<file path="src/rtl/onehot_debounce_8_if.sv">
// rtl/onehot_debounce_8_if.sv - committed-code bus from the debouncer to the 8-to-3 encoder
//   d     : 8-bit one-hot committed code
//   valid : one-cycle strobe marking a new committed d
//   err   : one-cycle strobe on a settled multi-hot value (only with ONEHOT_ERR_EN)
// master modport drives the bus (debouncer), slave modport observes it (encoder side).
interface onehot_debounce_8_if;
  logic [7:0] d;
  logic       valid;
`ifdef ONEHOT_ERR_EN
  logic       err;

  modport master (output d, output valid, output err);
  modport slave  (input  d, input  valid, input  err);
`else
  modport master (output d, output valid);
  modport slave  (input  d, input  valid);
`endif
endinterface

</file>
<file path="src/rtl/onehot_debounce_8.sv">
// rtl/onehot_debounce_8.sv - synchronizing debouncer that commits one-hot request codes
//   Parameter DEBOUNCE_CYCLES (2..255): clocks the synchronized input must stay constant.
//   Ports:
//     clk    : single clock, rising edge
//     rst_n  : asynchronous active-low reset
//     raw    : 8 asynchronous request lines
//     cmt    : onehot_debounce_8_if.master (d, valid, err)
//   Macro ONEHOT_ERR_EN: when defined, cmt.err pulses for a settled multi-hot value;
//   when undefined the err signal and its logic are absent and multi-hot values are dropped.
module onehot_debounce_8 #(
  parameter int DEBOUNCE_CYCLES = 16
) (
  input  logic                       clk,
  input  logic                       rst_n,
  input  logic [7:0]                 raw,
  onehot_debounce_8_if.master        cmt
);

  typedef enum logic [1:0] {
    IDLE   = 2'd0,
    SETTLE = 2'd1,
    COMMIT = 2'd2
  } state_t;

  localparam logic [7:0] CNT_LAST = 8'(DEBOUNCE_CYCLES - 1);

  logic [7:0] sync1;
  logic [7:0] sync2;
  logic [7:0] cand, cand_n;
  logic [7:0] cnt, cnt_n;
  state_t     state, state_n;
  logic [7:0] d_q, d_n;
  logic       valid_q, valid_n;
  logic       cand_onehot;

  // Exactly one bit set: non-zero and clearing the lowest set bit leaves nothing.
  assign cand_onehot = (cand != 8'h00) && ((cand & (cand - 8'd1)) == 8'h00);

`ifdef ONEHOT_ERR_EN
  logic err_q, err_n;
  logic cand_multi;

  assign cand_multi = (cand != 8'h00) && !cand_onehot;
`endif

  // Two-flop synchronizer; nothing downstream sees raw directly.
  always_ff @(posedge clk or negedge rst_n) begin
    if (!rst_n) begin
      sync1 <= 8'h00;
      sync2 <= 8'h00;
    end else begin
      sync1 <= raw;
      sync2 <= sync1;
    end
  end

  always_ff @(posedge clk or negedge rst_n) begin
    if (!rst_n) begin
      state   <= IDLE;
      cand    <= 8'h00;
      cnt     <= 8'h00;
      d_q     <= 8'h01;
      valid_q <= 1'b0;
`ifdef ONEHOT_ERR_EN
      err_q   <= 1'b0;
`endif
    end else begin
      state   <= state_n;
      cand    <= cand_n;
      cnt     <= cnt_n;
      d_q     <= d_n;
      valid_q <= valid_n;
`ifdef ONEHOT_ERR_EN
      err_q   <= err_n;
`endif
    end
  end

  always_comb begin
    state_n = state;
    cand_n  = cand;
    cnt_n   = cnt;
    d_n     = d_q;
    valid_n = 1'b0;
`ifdef ONEHOT_ERR_EN
    err_n   = 1'b0;
`endif
    case (state)
      IDLE: begin
        if (sync2 != cand) begin
          cand_n  = sync2;
          cnt_n   = 8'h00;
          state_n = SETTLE;
        end
      end
      SETTLE: begin
        if (sync2 != cand) begin
          // Input moved before settling: restart the window on the new value.
          cand_n = sync2;
          cnt_n  = 8'h00;
        end else if (cnt == CNT_LAST) begin
          state_n = COMMIT;
        end else begin
          cnt_n = cnt + 8'd1;
        end
      end
      COMMIT: begin
        // Single-cycle decision; zero, unchanged and multi-hot values leave d alone
        // so d is one-hot from reset onward.
        state_n = IDLE;
        if (cand_onehot && (cand != d_q)) begin
          d_n     = cand;
          valid_n = 1'b1;
        end
`ifdef ONEHOT_ERR_EN
        err_n = cand_multi;
`endif
      end
      default: begin
        state_n = IDLE;
      end
    endcase
  end

  assign cmt.d     = d_q;
  assign cmt.valid = valid_q;
`ifdef ONEHOT_ERR_EN
  assign cmt.err   = err_q;
`endif

endmodule

</file>
<file path="src/flat_wrapper.sv">
// flat-port wrapper written by rule: the top's interface ports become plain ports
module onehot_debounce_8_flat 
#(
  parameter int DEBOUNCE_CYCLES = 16
)
  (clk, rst_n, raw, cmt_d, cmt_valid);
  onehot_debounce_8_if cmt_i ();
  input  logic clk;
  input  logic rst_n;
  input  logic [7:0] raw;
  output wire logic [$bits(cmt_i.d)-1:0] cmt_d;
  output wire logic [$bits(cmt_i.valid)-1:0] cmt_valid;
  assign cmt_d = cmt_i.d;
  assign cmt_valid = cmt_i.valid;
  onehot_debounce_8 #(.DEBOUNCE_CYCLES(DEBOUNCE_CYCLES)) u_core (.clk(clk), .rst_n(rst_n), .raw(raw), .cmt(cmt_i));
endmodule
</file>
<file path="config.mk">
export PLATFORM = sky130hd
export DESIGN_NAME = onehot_debounce_8_flat
export DESIGN_NICKNAME = d
export VERILOG_FILES = /design/src/rtl/onehot_debounce_8_if.sv /design/src/rtl/onehot_debounce_8.sv /design/src/flat_wrapper.sv
export SDC_FILE = /design/constraint.sdc
export NUM_CORES = 1
export LEC_CHECK = 0
export CAP_MARGIN = 20
export CORE_MARGIN = 4
export CORE_UTILIZATION = 40
export DETAILED_ROUTE_END_ITERATION = 7
export PLACE_DENSITY = 0.68
export SLEW_MARGIN = 40
export SYNTH_ARGS = -nofsm -noshare
export SYNTH_HDL_FRONTEND = slang
export SYNTH_SLANG_ARGS = --single-unit
</file>
<file path="constraint.sdc">
create_clock -name clk -period 2.5 [get_ports clk]
set_input_delay 0.5 -clock clk [delete_from_list [all_inputs] [get_ports clk]]
set_output_delay 0.5 -clock clk [all_outputs]
set_load 0.1 [all_outputs]
</file>
Yosys cells after proc, flatten, opt, wreduce, memory -nomap -nowiden
Index checks and enable logic that the tools add are counted.
Word-level totals
  bits in registers: 43
  input bits: 10
  word-level logic and storage cells: 40
Operators by class
  bitwise logic cells: 1
  multiplexer cells: 10
  reduce and logical (&&, ||, !) cells: 11
  equality and inequality tests: 9
  add/subtract/negate cells: 2
Operators by type and width (number)
  two-way mux 8 bit: 3
  inequality test 8 bit: 2
  case mux 8 bit (2 select lines): 1
  adder 8 x 1 -> 8 bit (second input constant): 1
  AND 8 bit: 1
  == test 8 x 4 -> 1 bit (second input constant): 1
  logical NOT 8 bit: 1
  nonzero test 8 bit: 1
  subtractor 8 x 1 -> 8 bit (second input constant): 1
  two-way mux 2 bit: 3
  AND reduction 3 bit: 2
  inequality test 2 x 1 -> 1 bit (second input constant): 2
  case mux 2 bit (2 select lines): 1
  AND reduction 2 bit: 2
  inequality test 3 x 2 -> 1 bit (second input constant): 1
  == test 2 x 1 -> 1 bit (second input constant): 1
  == test 2 bit (second input constant): 1
  logical AND 1 bit: 2
  logical NOT 2 bit: 1
  two-way mux 1 bit: 2
  inequality test 2 bit (second input constant): 1
  nonzero test 2 bit: 1
  OR reduction 2 bit: 1

Logic depth before layout (Yosys ltp)
  word-level depth: 7
  depth in mapped cells: 7
  depth with buffers taken out: 6

Least setup slack after synthesis
Ideal clock, no wire load.
  kind: register to register
  start point: register u_core.d_q[3] (netlist: u_core.cmt.d[3])
  end point: register u_core.d_q[1] (netlist: u_core.cmt.d[1])
  data arrival time: 1976 ps
  setup time: 126 ps
  path slack: 398 ps
  path buffers: 0
  stages on the path, launching flop included: 6
  period minus slack after synthesis: 2102 ps
  path through: dfrtp_1 -> xnor2_1 -> nand4_1 -> o2111ai_1 -> a21oi_4 -> mux2_2
Between the ends
  word-level cells in the longest chain between the ends: 3
RTL lines
  start, declared: line onehot_debounce_8.sv:32  | logic [7:0] d_q, d_n;
  start signal, assigned: line onehot_debounce_8.sv:71  | d_q <= d_n;
  inequality test 8 bit: line onehot_debounce_8.sv:111  | if (cand_onehot && (cand != d_q)) begin
  logical AND 1 bit: line onehot_debounce_8.sv:111
  AND reduction 2 bit (no source line)
Every way passes these cells.
A chain may end at the register's enable or synchronous reset.

Worst setup path after layout
  start point: register u_core.cand[0]
  end point: register u_core.d_q[4] (netlist: u_core.cmt.d[4])
Between the ends
  word-level cells in the longest chain between the ends: 6
  elaborated cells between the ends (all ways): 8
  those cells by class: add/sub: 1; eq/ne: 1; bitwise: 1; reduce/logical: 5
RTL lines
  start, declared: line onehot_debounce_8.sv:29  | logic [7:0] cand, cand_n;
  start signal, assigned: line onehot_debounce_8.sv:69  | cand <= cand_n;
  subtractor 8 x 1 -> 8 bit: line onehot_debounce_8.sv:37  | assign cand_onehot = (cand != 8'h00) && ((cand & (cand - 8'd1)) == 8'h00);
  AND 8 bit: line onehot_debounce_8.sv:37
  logical NOT 8 bit: line onehot_debounce_8.sv:37
  logical AND 1 bit: line onehot_debounce_8.sv:37
  logical AND 1 bit *: line onehot_debounce_8.sv:111
  AND reduction 2 bit (no source line) *
Every way passes the cells marked *; elsewhere a longest branch is shown, timed or not.

==> impl_metrics.tcl <==
set metrics [dict create \
    r2r_cells 5 \
    drc 0 \
    ys_types 38 \
    routed_wl_mm 3.26 \
    final-hold-violation-count 0 \
    tritoncts.num_buffers 5 \
    path_max_fanout 8 \
    num_rows 24 \
    seq_area_um2 1080 \
    start_kind "register" \
    yosys.area.top_type "dfrtp_1" \
    powerDensity_nw_per_um2 653 \
    syn_to_final_growth_pct 15.3 \
    ys_seq_area_frac 0.564 \
    cts_root_buf "clkbuf_8" \
    grt_pass1_vias 1251 \
    insertedDiodeCount 0 \
    clk_path_buf_depth 2 \
    grt_pass1_wl_mm 5.83 \
    worstMarginPinSlew_ps 526 \
    postSynthCellCount 155 \
    cp_data_arrival_time_ps 2310 \
    finalNonFillerCells 225 \
    place_inst 217 \
    cts_hold_buffers 0 \
    timing.rr.end "u_core.cmt.d[4]" \
    clkTransAtPathRegs_ps 80 \
    wire_per_inst_um 14.5 \
    hp-class "input pin to asynchronous set/reset pin" \
    drv_cap 0 \
    cts_resized 0 \
    status "completed" \
    reg2reg_slack_ps 380 \
    cts.htree.levels 2 \
    antenna_found_initial 0 \
    vdd_drop_max_mv 0.424 \
    fmax_ghz 0.471 \
    fin_nets 183 \
    slew_viol_final 0 \
    start_util 0.427 \
    setup_viol 0 \
    fp.dieH_um 77.1 \
    slew_headroom 0.649 \
    grt_overflow_total 0 \
    grt_max_degree 44 \
    synth_area_um2 1910 \
    multiInputGateArea_um2 733 \
    drtIter0Drc 102 \
    finClkSkew_ps 9.60 \
    io_buffer_count 18 \
    synth.top_cell.area_share 0.550 \
    path_cells "nor4_4 -> nand3_1 -> a2bb2oi_2 -> a21oi_4 -> mux2_2" \
    synth_top_flop_cell "dfrtp_1" \
    timing.final.crit_share 0.850 \
    fin_setup_tns_ps 0 \
    worstSetupStartpoint "u_core.cand[0]" \
    fillerInstances 388 \
    min_period_ps 2120 \
    syn-mean-instance-area_um2 12.3 \
    die_x_um 77.1 \
    grt.total_usage 0.122 \
    via_per_inst 5.32 \
    synthesis.nets 166 \
    cp_data_required_time_ps 2680 \
    io_pins 19 \
    utilization 0.492 \
    gp_congestion 0.810 \
    p_leak_nw 0.956 \
    post_cts_buffers 0 \
    layout-drive-gt1-share 0.237 \
    dieArea_um2 5940 \
    synth_area_leaders "dfrtp_1 55%, mux2_2 8.3%, xnor2_1 4.1%, xor2_1 3.7%, o21ai_0 2.4%" \
    cts_sinks 43 \
    slowest_delay_ps 480 \
    r2r_start "u_core.cand[0]" \
    coreArea_um2 4470 \
    synth-async-reset-ratio 1.00 \
    rsz0062_at_grt "false" \
    num_vias 1198 \
    dp_hpwl_mm 2.33 \
    worst-setup-path-type "register to register" \
    cts_tree "yes" \
    holdWs_ps 177 \
    insertion_delay_ps 290 \
    drtAntennaViolNets 0 \
    ys_warn_count 0 \
    post-place-ws_ps 396 \
    drt_first_pass_iters 4 \
    synth_edf_count 0 \
    cpMaxStageDelayCell "dfrtp_1" \
    fin_ws_ps 376 \
    synth-seq-cells 43 \
    crit_path_end_kind "register" \
]
## metrics by stage
stage               cell area [um2]  total power [W]
finish                         2200          0.00144
global route                   2200          0.00150
CTS                            2200          0.00145
detailed placement             2060         0.000820
global placement               2060         0.000815
floorplan                      1910         0.000791
## sequential cells by signal, indices dropped and copies added (netlist names)
register / flops
u_core.sync1: 8
u_core.cmt.valid: 1
u_core.cnt: 8
u_core.sync2: 8
u_core.cmt.d: 8
u_core.state: 2
u_core.cand: 8
## final cells by class
class / count / area share
well taps: 52 / 0.0296
repair buffers: 19 / 0.0739
inverters: 7 / 0.0119
multi-input cells: 96 / 0.333
flip-flops and latches: 43 / 0.489
clock inverters: 3 / 0.0307
clock buffers: 5 / 0.0313
## synthesized netlist by cell type, drive strengths merged, types with 3 or more instances
| library cell | n |
|---|---|
| dfrtp | 42 |
| o21ai | 9 |
| a221o | 3 |
| mux2 | 14 |
| nor2 | 8 |
| xnor2 | 9 |
| nor4 | 3 |
| inv | 7 |
| and3 | 6 |
| nand2 | 4 |
| buf | 8 |
| xor2 | 8 |
| nand3 | 8 |
## layer usage
| metal | global-route usage | vias to the layer above | routed length, um |
|---|---|---|---|
| met1 | 0.154 | 600 | 1410 |
| met3 | 0.0328 | 7 | 131 |
| met4 | 0.0569 | 0 | 66 |
| li1 | - | 567 | - |
| met5 | 0 | - | 0 |
| met2 | 0.195 | 24 | 1650 |
## worst max path at each step
stage                     slack [ps]               to  cells after the start
final                            380  u_core.cmt.d[4]                      5
after floorplan                  400  u_core.cmt.d[1]                      5
after global placement           480    u_core.cnt[4]                      5
after CTS                        360  u_core.cmt.d[4]                      5
after global routing             220  u_core.cmt.d[2]                      5
after detailed placement         400  u_core.cmt.d[4]                      5
## layout by cell type, fill, tap and decap left out, types with 2 or more instances in the layout
cell / netlist / layout
nand4_1: 2 / 2
xnor2_1: 9 / 9
inv_1: 7 / 7
or2_2: 2 / 2
and3_1: 5 / 5
nand2_1: 4 / 4
o21ai_0: 9 / 9
nor4_1: 2 / 2
nor2_1: 8 / 8
o211ai_1: 2 / 2
nor3b_1: 2 / 2
clkdlybuf4s50_1: 0 / 8
a221o_1: 3 / 3
buf_4: 5 / 11
nand3_1: 8 / 8
dfrtp_1: 42 / 42
clkbuf_8: 1 / 5
xor2_1: 8 / 8
mux2_2: 14 / 14
bufinv_16: 0 / 2
nor2b_1: 2 / 2
## where the power goes
group | switching (W) | leakage (nW) | internal [W]
Combinational | 0.0000296 | 0.355 | 0.0000344
Clock | 0.000234 | 0.0644 | 0.000398
Sequential | 0.0000256 | 0.536 | 0.000715
Total | 0.000289 | 0.956 | 0.00115
## critical path: cells and delay by family, from the launching register on
family | cells | cell delay (ps)
multiplexers | 1 | 370
flip-flops | 1 | 480
AND/OR/NAND/NOR | 2 | 680
AO/OA/AOI/OAI | 2 | 480
## logic make-up after synthesis
family          count (synthesis)  share of synthesized area
xor+xnor                       17                     0.0780
flops                          43                      0.564
fa+ha+maj                       2                     0.0118
simple gates                   42                      0.128
buf+inv                        16                     0.0518
mux                            15                     0.0878
compound gates                 20                     0.0786
Note: power is estimated with default switching activity, not from simulation.
